<file path="src/rtl/bcd_pkg.sv">
// Shared BCD definitions: digit type, digit bounds and the load-path clamp.
package bcd_pkg;

  localparam logic [3:0] BCD_MAX = 4'd9;
  localparam logic [3:0] BCD_MIN = 4'd0;

  typedef logic [3:0] bcd_digit_t;

  // Any non-decimal nibble is forced to 9 so the register never holds an illegal code.
  function automatic bcd_digit_t bcd_clamp(input logic [3:0] nib);
    return (nib > BCD_MAX) ? BCD_MAX : nib;
  endfunction

endpackage

</file>
<file path="src/rtl/bcd_updown_counter_if.sv">
// Control/status bundle for the BCD up/down counter; master drives controls, slave owns the count.
interface bcd_updown_counter_if #(
  parameter int DIGITS = 3
) ();

  logic                  enable;
  logic                  up;
  logic                  load;
  logic [4*DIGITS-1:0]   load_value;
  logic [4*DIGITS-1:0]   count;
  logic                  saturation;
  logic                  wrap;

  modport master (
    output enable, up, load, load_value,
    input  count, saturation, wrap
  );

  modport slave (
    input  enable, up, load, load_value,
    output count, saturation, wrap
  );

endinterface

</file>
<file path="src/rtl/bcd_digit.sv">
// One BCD digit register with load, single up/down step and bound flags.
module bcd_digit
  import bcd_pkg::*;
(
  input  logic       clk,
  input  logic       reset,
  input  logic       step_in,
  input  logic       up,
  input  logic       load,
  input  bcd_digit_t load_digit,
  output bcd_digit_t digit,
  output logic       at_max,
  output logic       at_min
);

  bcd_digit_t digit_nxt;

  always_comb begin
    digit_nxt = digit;
    if (up) digit_nxt = (digit == BCD_MAX) ? BCD_MIN : digit + 4'd1;
    else    digit_nxt = (digit == BCD_MIN) ? BCD_MAX : digit - 4'd1;
  end

  // Register stage: reset > load > step > hold
  always_ff @(posedge clk) begin
    if (reset)        digit <= BCD_MIN;
    else if (load)    digit <= bcd_clamp(load_digit);
    else if (step_in) digit <= digit_nxt;
  end

  assign at_max = (digit == BCD_MAX);
  assign at_min = (digit == BCD_MIN);

endmodule

</file>
<file path="src/rtl/bcd_updown_counter.sv">
// Multi-digit BCD up/down counter with parallel load, saturate-or-wrap bounds and wrap pulse.
module bcd_updown_counter
  import bcd_pkg::*;
#(
  parameter int DIGITS   = 3,
  parameter bit SATURATE = 1'b1
) (
  input  logic                  clk,
  input  logic                  reset,
  bcd_updown_counter_if.slave   bus
);

  logic [DIGITS-1:0]   at_max;
  logic [DIGITS-1:0]   at_min;
  logic [DIGITS-1:0]   carry;
  logic [DIGITS-1:0]   step_in;
  logic [4*DIGITS-1:0] count_w;
  logic                bound;
  logic                bound_hit;
  logic                step_ok;
  logic                wrap_p1;

  // Digit i moves only when every lower digit sits at the bound in the current direction.
  always_comb begin
    carry    = '0;
    carry[0] = 1'b1;
    for (int i = 1; i < DIGITS; i++)
      carry[i] = carry[i-1] & (bus.up ? at_max[i-1] : at_min[i-1]);
  end

  assign bound     = bus.up ? (&at_max) : (&at_min);
  assign bound_hit = bus.enable & bound;
  assign step_ok   = bus.enable & ~(SATURATE & bound_hit);
  assign step_in   = carry & {DIGITS{step_ok}};

  for (genvar g = 0; g < DIGITS; g++) begin : g_digit
    bcd_digit u_digit (
      .clk        (clk),
      .reset      (reset),
      .step_in    (step_in[g]),
      .up         (bus.up),
      .load       (bus.load),
      .load_digit (bus.load_value[4*g +: 4]),
      .digit      (count_w[4*g +: 4]),
      .at_max     (at_max[g]),
      .at_min     (at_min[g])
    );
  end

  // Wrap stage: one-cycle pulse after a step taken across the bound
  always_ff @(posedge clk) begin
    if (reset)         wrap_p1 <= 1'b0;
    else if (bus.load) wrap_p1 <= 1'b0;
    else               wrap_p1 <= bound_hit & ~SATURATE;
  end

  assign bus.count      = count_w;
  assign bus.saturation = bound;
  assign bus.wrap       = wrap_p1;

endmodule

</file>
<file path="src/flat_wrapper.sv">
// flat-port wrapper written by rule: the top's interface ports become plain ports
module bcd_updown_counter_flat import bcd_pkg::*;
#(
  parameter int DIGITS   = 3,
  parameter bit SATURATE = 1'b1
)
  (clk, reset, bus_enable, bus_up, bus_load, bus_load_value, bus_count, bus_saturation, bus_wrap);
  bcd_updown_counter_if #(.DIGITS(DIGITS)) bus_i ();
  input  logic clk;
  input  logic reset;
  input wire logic [$bits(bus_i.enable)-1:0] bus_enable;
  input wire logic [$bits(bus_i.up)-1:0] bus_up;
  input wire logic [$bits(bus_i.load)-1:0] bus_load;
  input wire logic [$bits(bus_i.load_value)-1:0] bus_load_value;
  output wire logic [$bits(bus_i.count)-1:0] bus_count;
  output wire logic [$bits(bus_i.saturation)-1:0] bus_saturation;
  output wire logic [$bits(bus_i.wrap)-1:0] bus_wrap;
  assign bus_i.enable = bus_enable;
  assign bus_i.up = bus_up;
  assign bus_i.load = bus_load;
  assign bus_i.load_value = bus_load_value;
  assign bus_count = bus_i.count;
  assign bus_saturation = bus_i.saturation;
  assign bus_wrap = bus_i.wrap;
  bcd_updown_counter #(.DIGITS(DIGITS), .SATURATE(SATURATE)) u_core (.clk(clk), .reset(reset), .bus(bus_i));
endmodule
</file>
<file path="config.mk">
export PLATFORM = sky130hd
export DESIGN_NAME = bcd_updown_counter_flat
export DESIGN_NICKNAME = d
export VERILOG_FILES = /design/src/rtl/bcd_pkg.sv /design/src/rtl/bcd_updown_counter_if.sv /design/src/rtl/bcd_digit.sv /design/src/rtl/bcd_updown_counter.sv /design/src/flat_wrapper.sv
export SDC_FILE = /design/constraint.sdc
export NUM_CORES = 1
export LEC_CHECK = 0
export BUFFER_PORTS_ARGS = -buffer_cell sky130_fd_sc_hd__clkbuf_2
export CAP_MARGIN = 20
export CORE_UTILIZATION = 38
export DETAILED_ROUTE_END_ITERATION = 7
export PLACE_DENSITY_LB_ADDON = 0.15
export SYNTH_ARGS = -nofsm -noshare
export SYNTH_HDL_FRONTEND = slang
export SYNTH_HIERARCHICAL = 1
export SYNTH_SLANG_ARGS = --single-unit
</file>
<file path="constraint.sdc">
create_clock -name clk -period 2 [get_ports clk]
set_input_delay 0.2 -clock clk [delete_from_list [all_inputs] [get_ports clk]]
set_output_delay 0.2 -clock clk [all_outputs]
set_load 0.01 [all_outputs]
</file>
==> results of run 1 <==
==> routing by layer <==
metal / up-vias / global-route usage (%) / part of all wire [%]
li1: 618 / - / -
met1: 564 / 22.52 / 45
met2: 34 / 30.21 / 49
met3: 4 / 2.902 / 4.2
met4: 0 / 8.163 / 1.3
met5: - / 0 / 0
==> cell usage in the layout, fill, tap and decap left out, drive strengths merged <==
cell type  netlist  final
and3             3      3
nand3b           3      3
nand3           10     10
a21oi           12     12
dfxtp           12     12
or2b             3      3
xnor2            3      3
o221ai           3      3
nand4bb          3      3
conb             1      1
o31a             3      3
a311oi           3      3
o21ai           12     12
mux2i            2      2
nor4             6      6
nor2            13     13
nand4b           1      1
a211o            3      3
inv              7      7
buf             13     15
nand2            1      1
nor3b            9      9
nor3             7      7
nand2b           6      6
xor2             6      6
a211oi           3      3
clkbuf           0     33
nand4            1      1
==> synth_stat cells (6+ instances only) <==
| library cell | number |
|---|---|
| sky130_fd_sc_hd__xor2_1 | 6 |
| sky130_fd_sc_hd__nor2_1 | 13 |
| sky130_fd_sc_hd__a21oi_1 | 12 |
| sky130_fd_sc_hd__nand2b_1 | 6 |
| sky130_fd_sc_hd__inv_1 | 7 |
| sky130_fd_sc_hd__nand3_1 | 9 |
| sky130_fd_sc_hd__nor3b_1 | 9 |
| sky130_fd_sc_hd__dfxtp_1 | 12 |
| sky130_fd_sc_hd__o21ai_0 | 12 |
| sky130_fd_sc_hd__nor3_1 | 6 |
| sky130_fd_sc_hd__buf_6 | 12 |
==> per-stage QoR <==
| stage | std cells | total power [W] |
|---|---|---|
| floorplan | 149 | 0.0004716 |
| global placement | 222 | 0.0005444 |
| detailed placement | 222 | 0.0005490 |
| CTS | 226 | 0.0007487 |
| global route | 226 | 0.0007959 |
| finish | 226 | 0.0007497 |
==> path summary, 6_finish.rpt <==
path	startpoint	to	slack, ns	cells past startpoint
hold / removal	bus_load_value[4]	u_core/g_digit[1].u_digit/digit[0]	0.16	3
setup / recovery	u_core/g_digit[1].u_digit/digit[2]	u_core/g_digit[2].u_digit/digit[3]	0.16	9
hold reg to reg	u_core/g_digit[0].u_digit/digit[0]	u_core/g_digit[0].u_digit/digit[1]	0.62	3
setup reg to reg	u_core/g_digit[1].u_digit/digit[2]	u_core/g_digit[2].u_digit/digit[3]	0.16	9
==> cell type report <==
cell class	instances	area [um^2]
fill	292	1456
multi-input combinational	117	807.0
inverter	7	26.28
clock buffer	4	36.28
sequential	12	240.2
tap	42	52.55
timing repair buffer	44	257.7
==> worst min-delay path: stages <==
cell and delay [ns]:
sky130_fd_sc_hd__clkbuf_2 0.08, sky130_fd_sc_hd__inv_1 0.04, sky130_fd_sc_hd__a311oi_1 0.07
==> power by group through the flow <==
stage          combinational (W)  sequential (W)  clock, W
6_report                0.000274        0.000277  0.000199
5_1_grt                 0.000302        0.000279  0.000214
4_1_cts                 0.000270        0.000274  0.000204
3_5_place_dp            0.000270        0.000279         0
3_3_place_gp            0.000266        0.000279         0
2_1_floorplan           0.000183        0.000289         0
==> logic make-up (layout without fill, tap and decap cells) <==
group,after synthesis,count (layout)
compound gates,39,39
simple gates,66,66
xor+xnor,9,9
other cells,1,1
flops,12,12
buf+inv,20,55
mux,2,2
==> summary by stage, run 1 <==
Pwr
The internal power is 0.0004941 W. The clock network is responsible for 26.5% of the overall power. The worst-case IR drop observed on VDD is 282.7 uV.

Of the total power, the share spent switching nets is 34.09%. The analysis attributes to cell leakage a power of 0.5762 nW. The total power density per cell area is 527.9 mW/mm^2.

The share of total power dissipated in sequential elements is 36.9%. Combinational cells account for 36.6% of the total power. The switching power is 0.0002556 W.

Floorplanning
The initial core utilization is 41.58%. The top-level I/O count is 31. The region available for standard cell placement spans 0.002877 mm^2.

The die covers 0.003376 mm^2. The initialized floorplan defines 19 standard-cell rows. The width of the die is 58.11 um.

In this run the vertical extent of the chip is 58.11 um.

Clocking
After clock tree synthesis, the setup repair step added 0 buffers. Clock latency on the worst-skew pair, taken at its later pin, is 0.28 ns. The number of clock sinks seen by CTS is 12. After clock tree synthesis, the flow added hold-fix buffers numbering 0.

The level count of the clock H-tree is 1. The clock tree from TritonCTS is done. The number of buffers on the longest clock path is 2. The number of buffers inserted during clock tree synthesis is 3. After clock tree synthesis, the clock-pin slew on the worst setup and hold paths is 0.09 ns. The number of gates resized after CTS was 0. CTS placed an instance of sky130_fd_sc_hd__clkbuf_4 at the clock tree root.

STA
Setup violations remaining at the end of the flow were counted as 0. The top achievable clock speed is 543.6 MHz. The number of hold violations in the final report is 0.

The worst path needs 1.840 ns of the cycle, external delays included. The setup TNS after final layout is 0 ns. The largest clock skew in the final design is 0.006788 ns.

The final-report max-slew violation count is 0. Hold is met by 0.1555 ns. Of the available clock period, the critical path in the final layout requires 91.99%. At the pin with the least slew margin, the transition time is 0.5449 ns. Setup slack closes at 0.1603 ns. Setup repair after global routing left no endpoint under its margin.

Measured against its own limit, the worst slew margin works out to 63.67%.

Final layout
The register with the most flip-flops in the layout has 12 of them. In the final layout, the registers with the most flip-flops are u_core/g_digit.u_digit/digit: 12 flops. In the final layout, the share of cells above drive strength 1 is 32.61%. Once layout is complete, the utilization of the core stands at 49.37%.

The register bank with the most flops is u_core/g_digit.u_digit/digit. The final net count is 202. The post-synthesis to final-layout area growth is 18.72%. Summing all non-filler instances in the final layout gives an area of 0.001420 mm^2.

The number of inserted diodes is 0.

Global routing
The aggregate global routing overflow is 0. The via count of the first global-routing pass is 1118. The largest net degree at the start of global routing is 31.

The global-route usage over all layers is 17.99%. The first-pass GRT wire length is 4747 um. The number of antenna violations at the first check in global routing is 0.

Synthesis
Of the post-synthesis cell area, the dominant cell type holds 20.08%. The synthesized netlist devotes 20.71% of its cell area to compound gates. The dominant combinational cell family by area after synthesis is simple AND/OR/NAND/NOR gates. After Yosys synthesis, full adders, half adders and majority gates account for 0% of the synthesized area. The number of distinct standard cells referenced by the synthesized netlist is 31. The synthesized area is 0.001196 mm^2.

The most used flip-flop cell after synthesis is sky130_fd_sc_hd__dfxtp_1. The net count after synthesis is 166. In this run, synthesis inferred 0 flip-flops with an integrated enable. The multiplexer share of the synthesized area is 1.674%. The cell taking the most area after synthesis is sky130_fd_sc_hd__dfxtp_1. The count of warnings emitted by yosys is 6. After synthesis, the share of flip-flops with an asynchronous set or reset is 0%. The cell count after synthesis came out at 149. The synthesized-area fraction occupied by xor and xnor cells is 6.590%. The register area share after synthesis is 20.08%. The average instance in the mapped netlist occupies 8.028 um^2. Ranked by total cell area, the synthesized netlist is headed by sky130_fd_sc_hd__dfxtp_1 20%, sky130_fd_sc_hd__buf_6 11%, sky130_fd_sc_hd__nor3b_1 5.6%. The area fraction in and, or, nand and nor cells after synthesis is 36.51%. The synthesis-stage register bit count is 12.

Setup path
The most numerous cell on the critical path is sky130_fd_sc_hd__nor3b_1. Along the worst path, the maximum fanout reaches 4. The longest individual stage delay on the worst path is 0.34 ns.

Counting both buffers and inverters, the worst setup path holds a total of 1. The critical path arrival is 2.03 ns. The worst setup path is launched from a flip-flop.

The setup path with the least slack is of type flip-flop to flip-flop. The critical path's top delay family is simple AND/OR/NAND/NOR gates. At the worst endpoint, the required time is 2.19 ns. The worst setup path is captured at a flip-flop.

Traced cell by cell, the critical path runs through nand2b_1, nor3b_1, nand4_1, nand3_2, nor3_2, buf_4, nor3b_1, a21oi_1, o221ai_1. The largest individual stage delay along the critical path comes from the cell sky130_fd_sc_hd__dfxtp_1.

Min path
The worst min-delay path category is input port to flip-flop.

Run status
The run finished with clean final reports.

Routing
The number of DRC violations after detailed routing is 0. The detailed router's first-iteration violation count is 70. After detailed routing, the average wire length per cell comes to 13.12 um. The number of vias per cell after detailed routing is 5.398. The first TritonRoute pass finished after 4 iterations. The total number of vias is 1220. The remaining antenna violation count after routing is 0. For this block, the routed nets add up to 2965 um of wire.

Flow run
The max capacitance violation total is 0.

Placement
At the placement stage, the worst setup path has a slack of 0.1375 ns. At the end of routability-driven placement, the weighted congestion stood at 0.8068. After legalization and detailed placement, the total HPWL measured 2259 um. The post-place instance area is 0.001364 mm^2. The count of input and output buffers is 29.
(Power assumes the default switching activity.)
==> inputs of run 2 (changes only) <==
Settings changed: PLACE_DENSITY_LB_ADDON 0.15 to 0.08.
==> summary by stage, run 2 (same netlist as run 1, synthesis figures left out) <==
Pwr
The total power density per cell area is 502.4 mW/mm^2 (-4.8%). The static leakage is 0.5746 nW (-0.28%). The peak supply drop is 369.8 uV (+31%).

Routing
The number of search-and-repair iterations in the first detailed-routing pass was 5 (+1). The number of vias per cell after detailed routing came to 5.412 (+0.25%). The remaining antenna violation count after routing is 0 (unchanged). The detailed-route wire length per cell is 13.00 um (-0.88%).

The wire length reported by the detailed router is 2939 um (-0.88%). The number of DRC violations after detailed routing is 0 (unchanged). The total number of vias is 1223 (+0.25%). The detailed router's first-iteration violation count was 32 (-54%).

Floorplanning
The die boundary height is 58.11 um (unchanged). The initial core utilization was 41.58% (unchanged). The number of placement rows is 19 (unchanged). The width of the die came to 58.11 um (unchanged). The overall die area was 0.003376 mm^2 (unchanged).

The core box area was 0.002877 mm^2 (unchanged). The top-level I/O count was 31 (unchanged).

Global routing
The first-pass GRT wire length is 4885 um (+2.9%). The number of antenna violations at the first check in global routing came to 0 (unchanged). The via count of the first global-routing pass came to 1137 (+1.7%). The largest net degree at the start of global routing came to 31 (unchanged). The global-route usage over all layers is 18.44% (+0.44 points). The aggregate global routing overflow is 0 (unchanged).

STA
The number of hold violations in the final report is 0 (unchanged). The final worst hold slack was 0.1512 ns (-0.004266 ns). The largest clock skew in the final design is 0.001765 ns (-0.005023 ns). The final-report max-slew violation count is 0 (unchanged).

The worst slew slack as a fraction of its limit came to 62.82% (-0.86 points). The setup TNS after final layout is 0 ns (unchanged). Setup repair after global routing left no endpoint under its margin. The final-report setup violation count was 0 (unchanged). The period utilization is 93.52% (+1.5 points). The actual slew at the worst max-slew pin is 0.5577 ns (+0.01283 ns). The top achievable clock speed was 534.7 MHz (-1.6%). The time the final worst path needs with I/O delays and setup was 1.870 ns (+0.03062 ns).

Clocking
The clock tree from TritonCTS is done. The master cell of the clock root buffer is sky130_fd_sc_hd__clkbuf_4. The clock network latency to the later pin of the worst-skew pair is 0.27 ns (about the same). The number of clock sinks seen by CTS is 12 (unchanged). The level count of the clock H-tree came to 1 (unchanged). The clock-pin slew reported for the worst setup and hold paths after clock tree synthesis was 0.08 ns (about the same). The number of buffers inserted during clock tree synthesis came to 3 (unchanged). The number of buffers on the longest clock path was 2 (unchanged).

The count of hold buffers inserted by post-cts repair is 0 (unchanged).

Final layout
The most common cell after layout, fill and taps aside is sky130_fd_sc_hd__clkbuf_2. In the layout the commonest cells are 29 x sky130_fd_sc_hd__clkbuf_2, 16 x sky130_fd_sc_hd__buf_4. The post-route core utilization came to 49.11% (-0.26 points).

The share of cells above drive strength 1 came to 32.61% (unchanged). The flip-flop count of the largest register after layout is 12 (unchanged). The post-synthesis to final-layout area growth is 18.10%. In the final layout, the registers with the most flip-flops are u_core/g_digit.u_digit/digit: 12 flops. The register bank with the most flops is u_core/g_digit.u_digit/digit. The final net count was 203 (+0.50%).

The number of inserted diodes is 0 (unchanged).

Setup path
The endpoint required time on the critical path came to 2.20 ns (about the same). The class of the most critical setup path is flip-flop to flip-flop. The worst-case reg-to-reg path depth was 6 (-3). Traced cell by cell, the critical path runs through nor4_1, mux2i_1, nor2_2, or2b_1, a211o_1, a21oi_1. The flop-to-flop setup slack is 0.13 ns (-0.03 ns).

The longest individual stage delay on the worst path is 0.38 ns (+0.04 ns). The critical path arrival came to 2.07 ns (+0.04 ns). The slowest cell on the critical path is sky130_fd_sc_hd__nor4_1. The maximum fanout along the worst path is 5 (+1). The kind of end point of the critical path is a flip-flop. The worst setup path is launched from a flip-flop.

Min path
The worst min-delay path category is input port to flip-flop. The number of cells traversed by the worst hold path is 3 (unchanged).

Flow run
The max capacitance violation total came to 0 (unchanged).

Placement
The count of input and output buffers came to 29 (unchanged). The estimated wirelength of the detail-placed design is 2177 um (-3.6%). The routability congestion estimate is 0.7782 (-3.5%).

Run status
The flow ran to the end, and the final reports show no timing, DRC or antenna violations.
## run 2: worst max-delay path, delay by kind of cell, from the launching register on
kind	cells	cell delay, ns
DFF	1	0.34
muxes	1	0.19
and+or+nand+nor	3	0.91
AOI/OAI and AO/OA	2	0.36
## run 2: what timing repair did
action | in CTS | in global routing
resized for setup | 0 | 4
buffers inserted | 0 | 2
setup endpoints to repair | 0 | 3
## run 2: routing by layer
metal / vias to the layer above / GRT usage, % / share of wire [%] / wire length [um]
li1: 626 / - / - / -
met1: 563 / 22.89 / 46 / 1339
met2: 30 / 31.03 / 49 / 1448
met3: 4 / 5.134 / 4.2 / 124
met4: 0 / 5.442 / 0.92 / 27
met5: - / 0 / 0 / 0
## run 2: where the power goes
part	switching (W)	internal, W	leakage [nW]	total (W)
clock	0.0000863	0.0000697	0.0138	0.000156
combinational	0.000150	0.000127	0.462	0.000277
sequential	0.0000190	0.000258	0.0993	0.000277
## run 2: path summary, 6_finish.rpt
| kind | end | startpoint |
|---|---|---|
| setup / recovery | u_core/g_digit[1].u_digit/digit[1] | u_core/g_digit[0].u_digit/digit[0] |
| hold / removal | u_core/g_digit[1].u_digit/digit[0] | bus_load_value[4] |
| setup reg to reg | u_core/g_digit[1].u_digit/digit[1] | u_core/g_digit[0].u_digit/digit[0] |
| hold reg to reg | u_core/g_digit[0].u_digit/digit[1] | u_core/g_digit[0].u_digit/digit[0] |
## run 2: stage by stage
| stage | cell area (um^2) | worst slack [ns] | cells | total power [W] |
|---|---|---|---|---|
| floorplan | 1196 | 0.08934 | 149 | 0.0004716 |
| global placement | 1356 | 0.1844 | 221 | 0.0005418 |
| detailed placement | 1356 | 0.08462 | 221 | 0.0005465 |
| CTS | 1379 | 0.05353 | 224 | 0.0007058 |
| global route | 1413 | 0.0004470 | 226 | 0.0007564 |
| finish | 1413 | 0.1296 | 226 | 0.0007097 |
## run 2: cell type report
cell class,count,area (um^2)
Tap cell,42,52.55
Inverter,7,26.28
Timing Repair Buffer,45,265.3
Multi-Input combinational cell,117,805.8
Clock buffer,3,22.52
Sequential cell,12,240.2
Fill cell,294,1464
